<file path="src/rtl/instr_loader_pkg.sv">
// -----------------------------------------------------------------------------
// instr_loader_pkg
// Shared definitions for the instruction loader and its neighbours:
//   - loader FSM state encoding
//   - HALT_WORD, the word the CPU stop logic recognises as end of program
//   - width and field offsets of the InstructionRAM EDIT_SERIAL bus
//   - helpers to build an edit_serial write beat and classify states
// -----------------------------------------------------------------------------
package instr_loader_pkg;

   typedef enum logic [2:0] {
      LEN_HI,  // waiting for word count bits 15:8
      LEN_LO,  // waiting for word count bits 7:0
      WORD,    // collecting the 4 bytes of one program word
      WRITE,   // one-cycle write of the packed word
      TERM,    // one-cycle write of the halt word
      DONE,    // program resident, CPU released
      ERR      // header asked for more words than the RAM holds
   } state_t;

   localparam logic [31:0] HALT_WORD = 32'hFFFF_FFFF;

   // edit_serial = {wr_en, addr[31:0], data[31:0]}
   localparam int EDIT_W        = 65;
   localparam int EDIT_WR_BIT   = 64;
   localparam int EDIT_ADDR_LSB = 32;
   localparam int EDIT_DATA_LSB = 0;

   function automatic logic [EDIT_W-1:0] pack_edit(input logic [31:0] addr,
                                                   input logic [31:0] data);
      logic [EDIT_W-1:0] beat;
      beat                         = '0;
      beat[EDIT_WR_BIT]            = 1'b1;
      beat[EDIT_ADDR_LSB +: 32]    = addr;
      beat[EDIT_DATA_LSB +: 32]    = data;
      return beat;
   endfunction

   // States in which the loader takes bytes from the source.
   function automatic logic is_accept_state(input state_t s);
      return (s == LEN_HI) || (s == LEN_LO) || (s == WORD);
   endfunction

endpackage

</file>
<file path="src/rtl/instr_loader_byte_packer.sv">
// -----------------------------------------------------------------------------
// loader_byte_packer
// Packs accepted bytes big-endian into a 32-bit word (first byte lands in
// bits 31:24) and flags the 4th byte of each word.
// Ports:
//   clk        system clock
//   clear      synchronous clear of byte counter and shift register
//   byte_en    a payload byte is being accepted this cycle
//   byte_data  the byte being accepted
//   word       shift register; holds the complete word after the 4th byte
//   word_ready high in the cycle the 4th byte is accepted
//   byte_cnt   number of bytes of the current word already accepted (0..3)
// -----------------------------------------------------------------------------
module loader_byte_packer (
   input  logic        clk,
   input  logic        clear,
   input  logic        byte_en,
   input  logic [7:0]  byte_data,
   output logic [31:0] word,
   output logic        word_ready,
   output logic [1:0]  byte_cnt
);

   // NOTE: sequential state uses non-blocking assignments so every register
   // samples pre-edge values regardless of process ordering.
   always_ff @(posedge clk) begin
      if (clear) begin
         byte_cnt <= '0;
         word     <= '0;
      end else if (byte_en) begin
         byte_cnt <= byte_cnt + 2'd1;   // wraps to 0 after the 4th byte
         word     <= {word[23:0], byte_data};
      end
   end

   assign word_ready = byte_en && (byte_cnt == 2'd3);

endmodule

</file>
<file path="src/rtl/instr_loader.sv">
// -----------------------------------------------------------------------------
// instr_loader
// Writer side of the instruction-fetch path. Receives a program as a byte
// stream (2-byte big-endian word count N, then N big-endian 32-bit words),
// writes the words to InstructionRAM addresses 0..N-1 over EDIT_SERIAL,
// then writes HALT_WORD at address N. The CPU is held in reset until the
// halt word is written.
// Ports:
//   CLK, RESET    clock; synchronous active-high reset
//   byte_valid    source presents byte_data
//   byte_data     program byte
//   byte_ready    registered; loader takes byte_data this cycle
//   reload        pulse; restarts loading from DONE or ERR
//   edit_serial   {wr_en, addr, data} to InstructionRAM
//   cpu_hold      CPU reset, high until the program is resident
//   done          program and halt word written
//   error         header word count exceeds RAM capacity
//   words_loaded  program words written so far (halt word excluded)
// -----------------------------------------------------------------------------
module instr_loader
   import instr_loader_pkg::*;
#(
   parameter int DEPTH = 512,
   parameter int CNT_W = 16
) (
   input  logic              CLK,
   input  logic              RESET,
   input  logic              byte_valid,
   input  logic [7:0]        byte_data,
   output logic              byte_ready,
   input  logic              reload,
   output logic [EDIT_W-1:0] edit_serial,
   output logic              cpu_hold,
   output logic              done,
   output logic              error,
   output logic [CNT_W-1:0]  words_loaded
);

   // Largest N that still leaves room for the halt word at address N.
   localparam logic [CNT_W-1:0] MAX_N = CNT_W'(DEPTH - 1);

   state_t           state, state_next;
   logic [7:0]       n_hi;
   logic [CNT_W-1:0] n_q;
   logic [CNT_W-1:0] header;
   logic [CNT_W-1:0] wl_inc;
   logic             xfer;
   logic             reload_take;
   logic             packer_clear;
   logic [31:0]      packed_word;
   logic             word_ready;
   logic [1:0]       byte_cnt;

   assign xfer   = byte_valid && byte_ready;
   assign header = CNT_W'({n_hi, byte_data});
   assign wl_inc = words_loaded + CNT_W'(1);

   // Clearing on reload as well as reset means a restarted stream never
   // inherits a partial word from the previous one.
   assign packer_clear = RESET || reload_take;

   loader_byte_packer u_packer (
      .clk        (CLK),
      .clear      (packer_clear),
      .byte_en    (xfer && (state == WORD)),
      .byte_data  (byte_data),
      .word       (packed_word),
      .word_ready (word_ready),
      .byte_cnt   (byte_cnt)
   );

   always_ff @(posedge CLK) begin
      if (RESET) begin
         state        <= LEN_HI;
         byte_ready   <= 1'b0;
         n_hi         <= '0;
         n_q          <= '0;
         words_loaded <= '0;
      end else begin
         state <= state_next;
         // Registered ready follows the state being entered, so it drops in
         // WRITE/TERM/DONE/ERR without a combinational path to the source.
         byte_ready <= is_accept_state(state_next);
         if (xfer && (state == LEN_HI)) n_hi <= byte_data;
         if (xfer && (state == LEN_LO)) n_q  <= header;
         if (state == WRITE)            words_loaded <= wl_inc;
         if (reload_take) begin
            n_hi         <= '0;
            n_q          <= '0;
            words_loaded <= '0;
         end
      end
   end

   // NOTE: every output of this block is given a default first so that no
   // path through the case statement can infer a latch.
   always_comb begin
      state_next  = state;
      reload_take = 1'b0;
      edit_serial = '0;
      cpu_hold    = 1'b1;
      done        = 1'b0;
      error       = 1'b0;

      case (state)
         LEN_HI: if (xfer) state_next = LEN_LO;
         LEN_LO: begin
            if (xfer) begin
               if (header > MAX_N)       state_next = ERR;
               else if (header == '0)    state_next = TERM;
               else                      state_next = WORD;
            end
         end
         WORD:   if (word_ready) state_next = WRITE;
         WRITE: begin
            // Address is the pre-increment count: word k lands at address k.
            edit_serial = pack_edit(32'(words_loaded), packed_word);
            state_next  = (wl_inc == n_q) ? TERM : WORD;
         end
         TERM: begin
            edit_serial = pack_edit(32'(n_q), HALT_WORD);
            state_next  = DONE;
         end
         DONE: begin
            done     = 1'b1;
            cpu_hold = 1'b0;
            if (reload) begin
               reload_take = 1'b1;
               state_next  = LEN_HI;
            end
         end
         ERR: begin
            error = 1'b1;
            if (reload) begin
               reload_take = 1'b1;
               state_next  = LEN_HI;
            end
         end
         default: state_next = LEN_HI;
      endcase
   end

   logic unused_ok;
   assign unused_ok = ^byte_cnt;

endmodule

</file>
<file path="config.mk">
export PLATFORM = sky130hd
export DESIGN_NAME = instr_loader
export DESIGN_NICKNAME = d
export VERILOG_FILES = /design/src/rtl/instr_loader_pkg.sv /design/src/rtl/instr_loader_byte_packer.sv /design/src/rtl/instr_loader.sv
export SDC_FILE = /design/constraint.sdc
export NUM_CORES = 1
export LEC_CHECK = 0
export BUFFER_PORTS_ARGS = -buffer_cell sky130_fd_sc_hd__buf_2
export CORE_ASPECT_RATIO = 2
export CORE_MARGIN = 4
export CORE_UTILIZATION = 30
export DETAILED_ROUTE_END_ITERATION = 10
export PLACE_DENSITY = 0.56
export RECOVER_POWER = 100
export SYNTH_ARGS = -nofsm -noshare
export SYNTH_HDL_FRONTEND = slang
export SYNTH_HIERARCHICAL = 1
export SYNTH_SLANG_ARGS = --single-unit
</file>
<file path="constraint.sdc">
create_clock -name CLK -period 2.3 [get_ports CLK]
set_input_delay 0.115 -clock CLK [delete_from_list [all_inputs] [get_ports CLK]]
set_output_delay 0.115 -clock CLK [all_outputs]
set_load 0.05 [all_outputs]
</file>
[Word level (Yosys, flattened, before mapping)]
Cells that the tools add are included.
Word-level totals
  bits of input ports: 12
  flip-flop bits (word level): 78
  logic and storage cells: 47
  output and inout bits: 85
Operators by class
  reduce and logical (&&, ||, !) cells: 13
  multiplexer cells: 14
  add/subtract/negate cells: 2
  equality and inequality tests: 10
  magnitude comparators: 1
Operators with widths (number)
  $pmux 65 s2: 1
  $mux 3: 7
  $pmux 3 s6: 1
  $add 16x1->16 const B: 1
  $eq 16x16->1: 1
  $gt 16x9->1 const B: 1
  $logic_not 16->1: 1
  $eq 3x2->1 const B: 3
  $eq 3x3->1 const B: 3
  $eq 3x1->1 const B: 2
  $logic_not 3->1: 2
  $logic_and 1x1->1: 5
  $mux 1: 5
  $reduce_or 2->1: 2
  $logic_or 1x1->1: 3
  $add 2x1->2 const B: 1
  $eq 2x2->1 const B: 1

[Logic depth before layout (Yosys ltp)]
  depth after elaboration: 8
  depth in mapped cells: 11
  gate-level depth less buffers: 7

[Hierarchy]
The synthesis kept the hierarchy.
Modules (own cells, without submodules)
  instr_loader: times used 1, area an instance 2921.6 um^2, cells an instance 355
  loader_byte_packer: times used 1, area an instance 1257.5 um^2, cells an instance 112

[Worst setup path before layout]
Ideal clock, no wire load.
  path kind: register -> register
  from: register state[1]
  to: register u_packer.word[10]
  buffers on the path: 5
  data required time: 2.172 ns
  setup slack: -0.788 ns
  data arrival time: 2.960 ns
  cell stages (with the launch flop): 11
  period minus slack after synthesis: 3.088 ns
  cell sequence: dfxtp_1 -> clkbuf_1 -> inv_1 -> nor3_1 -> o21ai_1 -> nand2b_1 -> clkbuf_1 -> buf_1 -> buf_2 -> clkbuf_1 -> nor2_1
Between the ends
  longest elaborated chain between the ends: 4
Ends and longest elaborated chain
  from (decl): RTL line instr_loader.sv:42  | state_t state, state_next;
  from (signal assigned): RTL line instr_loader.sv:80  | state <= state_next;
  $eq 3x3->1: RTL line instr_loader.sv:105  | case (state)
  $reduce_or 2->1 (no line) (*)
  $mux 1 (*)
  $logic_or 1x1->1 (*): RTL line instr_loader.sv:60  | assign packer_clear = RESET || reload_take;
  via packer_clear: RTL line instr_loader.sv:49  | logic packer_clear;
  to (signal assigned): RTL line instr_loader_byte_packer.sv:32  | word <= {word[23:0], byte_data};
  to (decl): RTL line instr_loader_byte_packer.sv:19  | output logic [31:0] word,
The timed path passes the listed nets; every way through them passes the cells marked *.
A chain may end at the register's enable or synchronous reset.

[Worst setup path after layout]
  from: register state[0]
  to: output edit_serial[1]
Between the ends
  longest elaborated chain between the ends: 2
Ends and longest elaborated chain
  $eq 3x3->1 or $eq 3x2->1 (tied branches): RTL line instr_loader.sv:105
  $pmux 65 s2 (*): RTL line instr_loader.sv:105
  to (decl): RTL line instr_loader.sv:32  | output logic [EDIT_W-1:0] edit_serial,
Every way passes the cells marked *; elsewhere a longest branch is shown, timed or not.

==> run metrics <==
H-tree levels 3; CP max stage delay about 530 ps; Final Net Count 551; root buf cell clkbuf_16; Hold Path Origin RESET; Synth area leader dfxtp_1; Max Cap Viol 0; Clock transition at path regs ~60 ps; Routed Antenna Nets 0; pwr dens 636.2 mW/mm2; final number of setup-violating endpoints 0; CP Capture Type output pin; Die Ht 174.9 um; post-DR wirelength/cell roughly 16 um; Total Routing Usage GR 0.1428; cells after synthesis 467; Hold Buf Count CTS 0; fillers about 1400; Crit path required time between 2000 and 2500 ps; sequential-to-total area share from yosys stat 0.3737; RSZ-0062 raised after global routing false; Power Total 3.230 mW; Core Area 0.01359 mm2; top cells by area in the synthesized netlist dfxtp_1, mux2i_1, nor2_1, a21o_1, xnor2_1; clk_skew 7.862 ps; placer congestion estimate 0.8630; vias in the first global route 3429; Final Hold Viols 0; Sw Pwr 0.7488 mW; slew margin rel. 0.4664; vias per cell 4.850; DPL Wire Length between 8000 and 9000 um; CP top delay family buffers and inverters; Worst path slowest cell dfxtp_1; setup tns final 0 ps; clk_lat worst skew 340 ps; layout cells sized above 1 0.2214; fin crit share 0.9368; Fin Hold WS 14.91 ps; #FFs+latches synth 78; f_max 0.4641 GHz; Distinct cells, synth 55; outcome finished, final reports clean; Iteration-0 DRC Markers 218; Avg Inst Size Synth about 8.9 um2; sw frac 0.2318; min Tclk post-route 2155 ps; critical path class register to output pin; largest net degree at the start of global routing 75; Slew Limit Fails 0; cell area after synthesis between 0.004 and 0.005 mm2; combinational power share 0.060; Layout area overhead 21.50%; Leak Pwr 2.290 nW; die area 0.01600 mm2; cell chain of the critical path nand2_1 > nor2_4 > clkbuf_4 > a21o_1 > clkbuf_2; Worst Setup Start Kind register; clock power share 0.512; RR Startpoint words_loaded[5]; num rows 60; number of I/O pins 97; worst-margin pin slew 800.4 ps; drt first pass iters 4; sequential share of power 0.428; Die X between 90 and 100 um; Routed WL between 10000 and 15000 um; CTS max path bufs 2; Remaining Overflow, GRT 0; YS warnings 6; Worst EP arrival between 2000 and 2500 ps; Post-synth ARST share 0; # DRC 0; clock sink count 78; Starting Density 0.3076; via count ~3500; Yosys top cell area share 0.3737; initial antenna violation count 0; Max FO, Critical Path 27; Peak VDD IR 0.0004315 V; Setup crit start state[0]; Main synth FF type dfxtp_1; Worst Hold Class input pin to register; CTS tree built; first-pass GRT wire length 18180 um; WP buf/inv 2; n_diodes 0; cts bufs inserted 9; Port Buffer Count 80; Internal Pwr Total between 2 and 2.5 mW; EDFF count, synth 0
path summary, 6_finish.rpt:
check | slack, ps | endpoint | cells past startpoint
setup / recovery | 150 | edit_serial[1] | 5
hold / removal | 10 | state[0] | 2
setup reg to reg | 150 | byte_ready | 6
hold reg to reg | 500 | u_packer/word[29] | 2
per-layer routing:
layer	vias up	routed length [um]	GRT usage	share of wire
met4	0	223	0.06486	0.020
met3	16	495	0.02327	0.044
li1	1734	-	-	-
met1	1675	4321	0.1545	0.38
met2	106	6256	0.2653	0.55
met5	-	0	0	0
synthesized netlist by cell type, drive strengths merged, types with 2 or more instances:
library cell,count
a211o,3
a211oi,3
a21o,32
a21oi,9
a22o,16
a31oi,2
and2,2
and3,3
and4,2
buf,34
clkbuf,21
dfxtp,78
ha,2
inv,3
mux2i,57
nand2,15
nand2b,4
nand3,16
nand4,8
nor2,83
nor2b,2
nor3,8
nor3b,2
nor4,5
nor4b,3
o21a,2
o21ai,6
or4,2
xnor2,17
xor2,17
state kept, by name, summed over array words and instances (netlist names):
signal             count
n_q                   16
words_loaded          16
n_hi                   8
u_packer/word         32
u_packer/byte_cnt      2
state                  3
byte_ready             1
cells by family after synthesis:
family,synth area share
mux,0.1365
fa+ha+maj,0.005987
simple gates,0.1868
xor+xnor,0.07126
flops,0.3737
other cells,0.0008973
compound gates,0.1413
buf+inv,0.08353
area by class of cell:
class / instances / area, um2 / share of cell area
well taps: 186 / 232.7 / 0.04584
multi-input cells: 346 / 2356 / 0.4640
clock buffers: 9 / 225.2 / 0.04436
repair buffers: 99 / 556.8 / 0.1097
flip-flops and latches: 78 / 1570 / 0.3093
clock inverters: 7 / 121.4 / 0.02390
inverters: 3 / 15.01 / 0.002957
through the flow:
step                utilization  std cells  cell area [um2]  setup WS, ps
finish                   0.3737        728             5077         145.3
global route             0.3737        728             5077         24.01
CTS                      0.3776        728             5131         109.5
detailed placement       0.3520        712             4783         130.3
global placement         0.3520        712             4783         229.7
floorplan                     -        482             4272         6.641
power by group through the flow:
stage / Clock [mW] / Sequential, mW / Combinational [mW]
6_report: 1.65 / 1.38 / 0.195
4_1_cts: 1.69 / 1.38 / 0.203
5_1_grt: 1.75 / 1.38 / 0.210
3_5_place_dp: 0 / 1.41 / 0.202
2_1_floorplan: 0 / 1.41 / 0.173
3_3_place_gp: 0 / 1.41 / 0.200
worst reg2reg max path, cell delays in order (launching register included):
cell and delay, ps:
dfxtp_1 520, nand3_4 170, nor4_4 310, xnor2_1 100, or4_4 510, nor4b_2 310, nor4b_1 100
cells in the final DEF, fill, tap and decap left out, types with 15 or more instances in the layout:
cell / Yosys / final
conb_1: 1 / 16
buf_4: 16 / 15
a21o_1: 32 / 32
clkbuf_2: 1 / 45
mux2i_1: 57 / 57
nor2_1: 82 / 82
nand2_1: 15 / 15
dfxtp_1: 78 / 71
a22o_1: 15 / 15
xor2_1: 17 / 17
buf_2: 11 / 16
clkbuf_1: 20 / 19
xnor2_1: 17 / 17
repair_timing:
item / CTS / global route
buffers inserted: 0 / 0
gates resized for setup: 1 / 2
setup endpoints to repair: 1 / 3
hold endpoints to repair: 0 / 0
pin swaps: 0 / 0
Power figures use the tool's default switching activity.
